--- config.mk ---
export PLATFORM = sky130hd
export DESIGN_NAME = uart_tx_fifo
export DESIGN_NICKNAME = d
export VERILOG_FILES = /design/src/rtl/uart_pkg.sv /design/src/rtl/uart_fifo_mem.sv /design/src/rtl/uart_tx_fifo.sv
export SDC_FILE = /design/constraint.sdc
export NUM_CORES = 1
export LEC_CHECK = 0
export CORE_AREA = 2 2 109 111
export CTS_CLUSTER_DIAMETER = 150
export CTS_CLUSTER_SIZE = 28
export DETAILED_ROUTE_END_ITERATION = 16
export DIE_AREA = 0 0 111 113
export PLACE_DENSITY = 0.72
export SYNTH_ARGS = -nofsm -noshare
export SYNTH_HDL_FRONTEND = slang
export SYNTH_SLANG_ARGS = --single-unit
export TNS_END_PERCENT = 10
--- constraint.sdc ---
create_clock -name clk -period 3.6 [get_ports clk]
set_clock_uncertainty 0.1 [all_clocks]
set_input_delay 0.72 -clock clk [delete_from_list [all_inputs] [get_ports clk]]
set_output_delay 0.72 -clock clk [all_outputs]
set_load 0.03 [all_outputs]
--- src/rtl/uart_pkg.sv ---
// Shared definitions for the UART transmit FIFO.
//   DefDepth / DefWidth : default FIFO geometry used by uart_tx_fifo
//   tx_state_e          : launcher FSM state encoding
package uart_pkg;

  localparam int unsigned DefDepth = 16;
  localparam int unsigned DefWidth = 8;

  typedef enum logic [1:0] {
    StIdle     = 2'b00,
    StLaunch   = 2'b01,
    StWaitDone = 2'b10
  } tx_state_e;

endpackage

--- src/rtl/uart_fifo_mem.sv ---
// Storage array for the UART transmit FIFO: one synchronous write port and
// one asynchronous read port. Contents are deliberately not reset.
// Ports:
//   clk_i      : clock
//   wr_en_i    : write strobe
//   wr_addr_i  : write address
//   wr_data_i  : write data
//   rd_addr_i  : read address
//   rd_data_o  : read data (combinational from rd_addr_i)
module uart_fifo_mem #(
  parameter int unsigned Depth = 16,
  parameter int unsigned Width = 8,
  parameter int unsigned Aw    = $clog2(Depth)
) (
  input  logic             clk_i,
  input  logic             wr_en_i,
  input  logic [Aw-1:0]    wr_addr_i,
  input  logic [Width-1:0] wr_data_i,
  input  logic [Aw-1:0]    rd_addr_i,
  output logic [Width-1:0] rd_data_o
);

  logic [Width-1:0] mem_q [Depth];

  always_ff @(posedge clk_i) begin
    if (wr_en_i) begin
      mem_q[wr_addr_i] <= wr_data_i;
    end
  end

  assign rd_data_o = mem_q[rd_addr_i];

endmodule

--- src/rtl/uart_tx_fifo.sv ---
// Transmit FIFO feeding a UART transmitter. Bytes are queued through a
// circular buffer and a small launcher FSM pops one byte at a time, pulses
// tx_en for one cycle and waits for the transmitter's tx_done.
// Optional feature: define UART_TX_FIFO_OVF_EN to add a sticky overflow flag.
// Ports:
//   clk      : clock, rising edge
//   rst      : asynchronous active-high reset
//   wr_data  : byte to enqueue
//   wr_en    : enqueue strobe
//   full     : no free entry
//   empty    : no stored entry
//   count    : number of stored entries
//   tx_d_in  : byte presented to the transmitter
//   tx_en    : one-cycle launch pulse
//   tx_done  : transmitter completion pulse
//   ovf_clr  : clears overflow (UART_TX_FIFO_OVF_EN only)
//   overflow : sticky dropped-write flag (UART_TX_FIFO_OVF_EN only)
module uart_tx_fifo
  import uart_pkg::*;
#(
  parameter int unsigned DEPTH = DefDepth,
  parameter int unsigned WIDTH = DefWidth
) (
  input  logic                     clk,
  input  logic                     rst,
  input  logic [WIDTH-1:0]         wr_data,
  input  logic                     wr_en,
  output logic                     full,
  output logic                     empty,
  output logic [$clog2(DEPTH):0]   count,
  output logic [WIDTH-1:0]         tx_d_in,
  output logic                     tx_en,
`ifdef UART_TX_FIFO_OVF_EN
  input  logic                     ovf_clr,
  output logic                     overflow,
`endif
  input  logic                     tx_done
);

  localparam int unsigned Aw = $clog2(DEPTH);
  localparam int unsigned Cw = Aw + 1;

  tx_state_e        state_q, state_d;
  logic [Aw-1:0]    wr_ptr_q, wr_ptr_d;
  logic [Aw-1:0]    rd_ptr_q, rd_ptr_d;
  logic [Cw-1:0]    count_q, count_d;
  logic [WIDTH-1:0] tx_d_q, tx_d_d;
  logic [WIDTH-1:0] head_data;
  logic             pop;
  logic             wr_accept;

  assign full    = (count_q == Cw'(DEPTH));
  assign empty   = (count_q == '0);
  assign count   = count_q;
  assign tx_d_in = tx_d_q;
  // Decoded straight from state so it drops the instant reset asserts.
  assign tx_en   = (state_q == StLaunch);

  // A full FIFO still takes a write when the launcher frees a slot this cycle.
  assign wr_accept = wr_en && (!full || pop);

  uart_fifo_mem #(
    .Depth (DEPTH),
    .Width (WIDTH),
    .Aw    (Aw)
  ) u_mem (
    .clk_i     (clk),
    .wr_en_i   (wr_accept),
    .wr_addr_i (wr_ptr_q),
    .wr_data_i (wr_data),
    .rd_addr_i (rd_ptr_q),
    .rd_data_o (head_data)
  );

  // Launcher FSM next-state and pop decision.
  always_comb begin
    state_d = state_q;
    tx_d_d  = tx_d_q;
    pop     = 1'b0;
    unique case (state_q)
      StIdle: begin
        if (!empty) begin
          pop     = 1'b1;
          tx_d_d  = head_data;
          state_d = StLaunch;
        end
      end
      StLaunch: begin
        state_d = StWaitDone;
      end
      StWaitDone: begin
        if (tx_done) begin
          state_d = StIdle;
        end
      end
      default: begin
        state_d = StIdle;
      end
    endcase
  end

  // Pointers wrap naturally since DEPTH is a power of two.
  always_comb begin
    wr_ptr_d = wr_accept ? wr_ptr_q + Aw'(1) : wr_ptr_q;
    rd_ptr_d = pop ? rd_ptr_q + Aw'(1) : rd_ptr_q;
    count_d  = count_q;
    case ({wr_accept, pop})
      2'b10:   count_d = count_q + Cw'(1);
      2'b01:   count_d = count_q - Cw'(1);
      default: count_d = count_q;
    endcase
  end

  always_ff @(posedge clk or posedge rst) begin
    if (rst) begin
      state_q  <= StIdle;
      wr_ptr_q <= '0;
      rd_ptr_q <= '0;
      count_q  <= '0;
      tx_d_q   <= '0;
    end else begin
      state_q  <= state_d;
      wr_ptr_q <= wr_ptr_d;
      rd_ptr_q <= rd_ptr_d;
      count_q  <= count_d;
      tx_d_q   <= tx_d_d;
    end
  end

`ifdef UART_TX_FIFO_OVF_EN
  logic ovf_q, ovf_d;
  logic wr_drop;

  assign wr_drop  = wr_en && !wr_accept;
  assign overflow = ovf_q;

  // A drop in the same cycle as a clear wins, so no drop goes unreported.
  always_comb begin
    ovf_d = ovf_q;
    if (wr_drop) begin
      ovf_d = 1'b1;
    end else if (ovf_clr) begin
      ovf_d = 1'b0;
    end
  end

  always_ff @(posedge clk or posedge rst) begin
    if (rst) begin
      ovf_q <= 1'b0;
    end else begin
      ovf_q <= ovf_d;
    end
  end
`endif

endmodule

### Word-level counts from Yosys, hierarchy flattened

Memory sizes are Yosys's and may differ from the RTL's. A register that Yosys moved wholly into a read port is not among the register bits.
Index checks and enable logic that the tools add are counted.

* logic and storage cells: 33
* bits of input ports: 12
* memories kept: 1
* output and inout bits: 16
* bits in registers: 15
* RAM bits: 128

* equal/unequal tests: 7
* reductions and logical operators: 8
* $add $sub $neg: 4
* mux-type cells: 8
* bitwise gates (word level): 1

Memories
* u_mem.mem_q: words 16, bits a word 8, read ports 1, clocked after memory_dff 1, write ports 1, line uart_fifo_mem.sv:23 `logic [Width-1:0] mem_q [Depth];`

Operators by type and width (count)
* 5-bit one-hot mux with 2 select lines: 1
* 4-bit by 1-bit adder with 4-bit output (second input constant): 2
* 2-bit one-hot mux with 3 select lines: 1
* 5-bit by 1-bit adder with 5-bit output (second input constant): 1
* 5-bit equality test (second input constant): 1
* 5-bit logical NOT: 1
* 5-bit by 1-bit subtractor with 5-bit output (second input constant): 1
* 2-bit by 1-bit equality test with 1-bit output (second input constant): 2
* 2-bit equality test (second input constant): 2
* 1-bit 2-to-1 mux: 4
* 2-bit 2-to-1 mux: 2
* 2-bit inequality test (second input constant): 2
* 2-bit AND reduction: 2
* 2-bit logical NOT: 1
* 2-bit nonzero test: 1
* 1-bit logical AND: 1
* 1-bit logical NOT: 1
* 1-bit logical OR: 1
* 1-bit NOT: 1

### Depth between registers and ports, before layout

* word-level depth: 7
* depth in mapped cells: 7
* mapped depth without buffers: 7

### Modules after synthesis

A second synthesis with hierarchy kept.

* cells, all modules: 342
* area total of the unflattened synthesis: 6190.9 µm²

Modules (own cells, without submodules)
* uart_fifo_mem: times used 1, cells each 221, sequential area each 3843.7 µm², area an instance 4987.3 µm²
* uart_tx_fifo: times used 1, cells each 121, sequential area each 575.6 µm², area an instance 1203.7 µm²

### Worst setup path after synthesis

OpenSTA, ideal clock, no wires.

* path type: input to register
* from: input port wr_en
* to: register count_q[4] (netlist: count[4])
* arrival: 2.472 ns
* path slack: 0.941 ns
* cell stages on the path: 7
* cell sequence: or3_1 > a21oi_1 > ha_1 > a21o_1 > a2111oi_0 > a31oi_1 > o22ai_1

* word-level cells in the longest chain between the ends: 3
* elaborated cells between the ends (all ways): 5
* those cells by class: eq/ne: 2; mux: 1; reduce/logical: 2

Ends and longest elaborated chain
* start: declaration: line uart_tx_fifo.sv:27 `input logic wr_en,`
* 1-bit logical AND (*): line uart_tx_fifo.sv:60 `assign wr_accept = wr_en && (!full || pop);`
* 2-bit by 1-bit equality test with 1-bit output or 2-bit equality test (tied branches): line uart_tx_fifo.sv:107 `case ({wr_accept, pop})`
* 5-bit one-hot mux with 2 select lines or 2-bit nonzero test (tied branches)
* end signal: assignment: line uart_tx_fifo.sv:125 `count_q <= count_d;`
* end: declaration: line uart_tx_fifo.sv:46 `logic [Cw-1:0] count_q, count_d;`

Mark *: on every way between the ends. The rest lies on a longest branch, timed or not.
A chain may end at the register's enable or synchronous reset.

### Final worst setup path

* from: register count_q[0] (netlist: count[0])
* to: output port full

* word-level cells in the longest chain between the ends: 1

Ends and longest elaborated chain
* 5-bit equality test: line uart_tx_fifo.sv:52 `assign full = (count_q == Cw'(DEPTH));`
* end: declaration: line uart_tx_fifo.sv:28 `output logic full,`

No other way between the ends.

==> results.md <==
* Internal at 4.19 mW
* Routed len/inst at 21.5 um
* Setup CP Type: reg -> out
* Setup_tns at 0 ns
* Combinational power share at 30.5%
* Core area at 11300 um2
* Row Count at 39
* Vias post-DR at 2979
* Most frequent cells in the layout: 128 x edfxtp_1, 32 x mux4_2, 27 x clkdlybuf4s50_1, 22 x dfrtp_1
* Commonest non-fill, non-tap cell in the layout: edfxtp_1
* GRT overflow at 0
* Max_cap viols at 0
* Register area share after synthesis at 72.7%
* Critical Path RT at 2.78 ns
* Main synth FF type: edfxtp_1
* Drt drc at 0
* Root buffer cell: clkbuf_16
* Least-Margin Pin Slew at 1.11 ns
* WL met2 at 5490 um
* Final setup fails at 0
* Post-CTS sizing at 0
* Worst hold path depth at 2
* Total CTS buffers at 17
* CTS clk-pin slew, worst paths at 0.06 ns
* Clock power frac at 28.7%
* Switching power at 1.86 mW
* Post-synth top area cell: edfxtp_1
* Dpl cells at 480
* Largest net degree at the start of global routing at 34
* DRT iter0 DRCs at 185
* Sequential share of power at 40.8%
* Met3 wire length at 634 um
* Critical path buffers and inverters at 2
* CTS tree: yes
* # nets final at 377
* Final ANT Viol Nets at 0
* CP max stage cell: clkdlybuf4s50_1
* Synth top area share at 63.2%
* Critical path's top delay family: simple AND/OR/NAND/NOR gates
* Cell variety after synth at 40
* Total GRT Usage at 19.3%
* Syn nets at 336
* First-pass GRT wire length at 17600 um
* LEAKAGE at 2.48 nW
* Die area at 12500 um2
* Hold Vio Cnt, Final at 0
* IO Port Bufs at 27
* Worst path depth at 4
* Placed Area at 6540 um2
* Dominant cells by area after synthesis: edfxtp_1 63%, mux4_2 12%, dfrtp_1 9.5%, mux2i_1 2.8%, ha_1 1.6%
* Crit-path max FO at 6
* Worst-case reg-to-reg path depth at 8
* Final wirelength at 11000 um
* Max Freq at 308 MHz
* Post-synth EDFFs at 128
* H-tree Lvls at 4
* Final Non-Filler Cells at 512
* CP peak stage delay at 0.66 ns
* Die X at 111 um
* Cts hold-fix bufs at 0
* Mapped Area at 6080 um2
* Clk_lat worst skew at 0.42 ns
* Crit path DAT at 2.43 ns
* Power per Cell Area at 848 nW/um2
* Sw Share at 30.7%
* Top-Level Pins at 28
* Period utilization at 90.2%
* Post-synthesis area per instance at 19.3 um2
* # diodes at 0
* Worst Hold Class: reg -> reg
* Register bit count reported by yosys at 151
* Detailed placement HPWL at 6960 um
* Mapped Cells at 315
* Layout cells sized above 1 at 20.9%
* Post-route cell area at 7130 um2
* GP Congestion at 0.816
* Die H at 113 um
* Synth async-reset ratio at 15.2%
* DRT met1 WL at 4670 um
* Uppermost routed layer: met4
* Area delta synth->final at 17.2%
* Vias in the first global route at 3156
* Status: finished, final reports clean
* Starting density of the core at 53.9%
* Crit-path cells: nor4_1 > nand2_1 > inv_1 > clkdlybuf4s50_1
* Crit path time final at 3.25 ns
* Relative slew margins at 25.8%
* Max Buffers Root-to-Sink at 2
* Worst setup SP type: flip-flop
* Setup Buffers After CTS at 0
* Clk sinks at 151
* Vias per std cell at 5.82
* RSZ-0062 raised after global routing: no
* Max Slew Vio Count at 0
* Peak VDD IR at 0.000524 V
* DR pass1 iterations at 4
* Worst Setup End Kind: output pin
* Warnings from Yosys at 0
* Initial antenna violation count at 0
flip-flops by register name, indices dropped and copies added (netlist names):
name         count
wr_ptr_q         4
u_mem.mem_q    128
tx_d_in          8
rd_ptr_q         4
state_q          2
count            5
metal layers:
layer,vias to the layer above,global-route usage [%]
met4,0,7.83
met2,96,31.2
met1,1533,25.2
met3,18,5.25
li1,1332,-
met5,-,0
cell usage after synthesis, types with 2 or more instances:
cell type / n
buf_2: 7
or2_2: 2
nor2_1: 6
inv_1: 9
nand2_1: 17
and2_1: 12
a21oi_1: 2
o221ai_1: 8
nor3b_1: 2
edfxtp_1: 128
mux2_1: 3
dfrtp_1: 23
nand4_1: 2
clkbuf_1: 4
mux2i_1: 17
ha_1: 8
a21o_1: 3
mux4_2: 32
xnor2_1: 8
a31oi_1: 2
per-stage QoR:
| step | total power, mW | hold slack, ns | util (%) | worst slack (ns) |
|---|---|---|---|---|
| 2_1_floorplan | 3.76 | 0.377 | - | 0.941 |
| 3_3_place_gp | 4.30 | 0.375 | 58.0 | 0.472 |
| 3_5_place_dp | 4.36 | 0.383 | 58.0 | 0.291 |
| 4_1_cts | 6.10 | 0.402 | 63.2 | 0.289 |
| 5_1_grt | 6.35 | 0.440 | 63.2 | 0.228 |
| 6_report | 6.04 | 0.398 | 63.2 | 0.353 |
power by group through the flow:
stage,combinational [mW],clock [mW],sequential [mW]
floorplan,1.28,0,2.48
global placement,1.81,0,2.49
detailed placement,1.86,0,2.51
CTS,1.87,1.76,2.47
global route,1.99,1.84,2.51
finish,1.84,1.73,2.47
worst register-to-register path, stage by stage (launching register included):
cell	delay, ns
dfrtp_1	0.46
nor4_1	0.62
a21oi_1	0.15
buf_4	0.18
fa_1	0.40
a21o_1	0.21
a2111oi_0	0.54
a31oi_1	0.08
o22ai_1	0.14
area by class of cell:
cell class              instances  area, um2
clock buffers                  24        492
repair buffers                 35        343
flip-flops and latches        151       4420
well taps                     143        179
fillers                       796       4150
clock inverters                 8       95.1
multi-input cells             141       1560
inverters                      10       37.5
worst paths after layout:
check,from,endpoint,slack [ns]
setup / recovery,count[0],full,0.35
hold / removal,tx_d_in[3],tx_d_in[3],0.40
setup reg to reg,count[0],count[4],0.66
hold reg to reg,tx_d_in[3],tx_d_in[3],0.40
max in group asynchronous,rst,rd_ptr_q[0],2.11
min in group asynchronous,rst,rd_ptr_q[3],0.69
logic make-up after synthesis:
family,Yosys count,share of synthesized area (%)
compound gates,21,2.65
xor+xnor,9,1.30
buf+inv,23,1.69
mux,52,15.2
fa+ha+maj,9,1.98
simple gates,50,4.51
flops,151,72.7
Power figures use the tool's default switching activity.
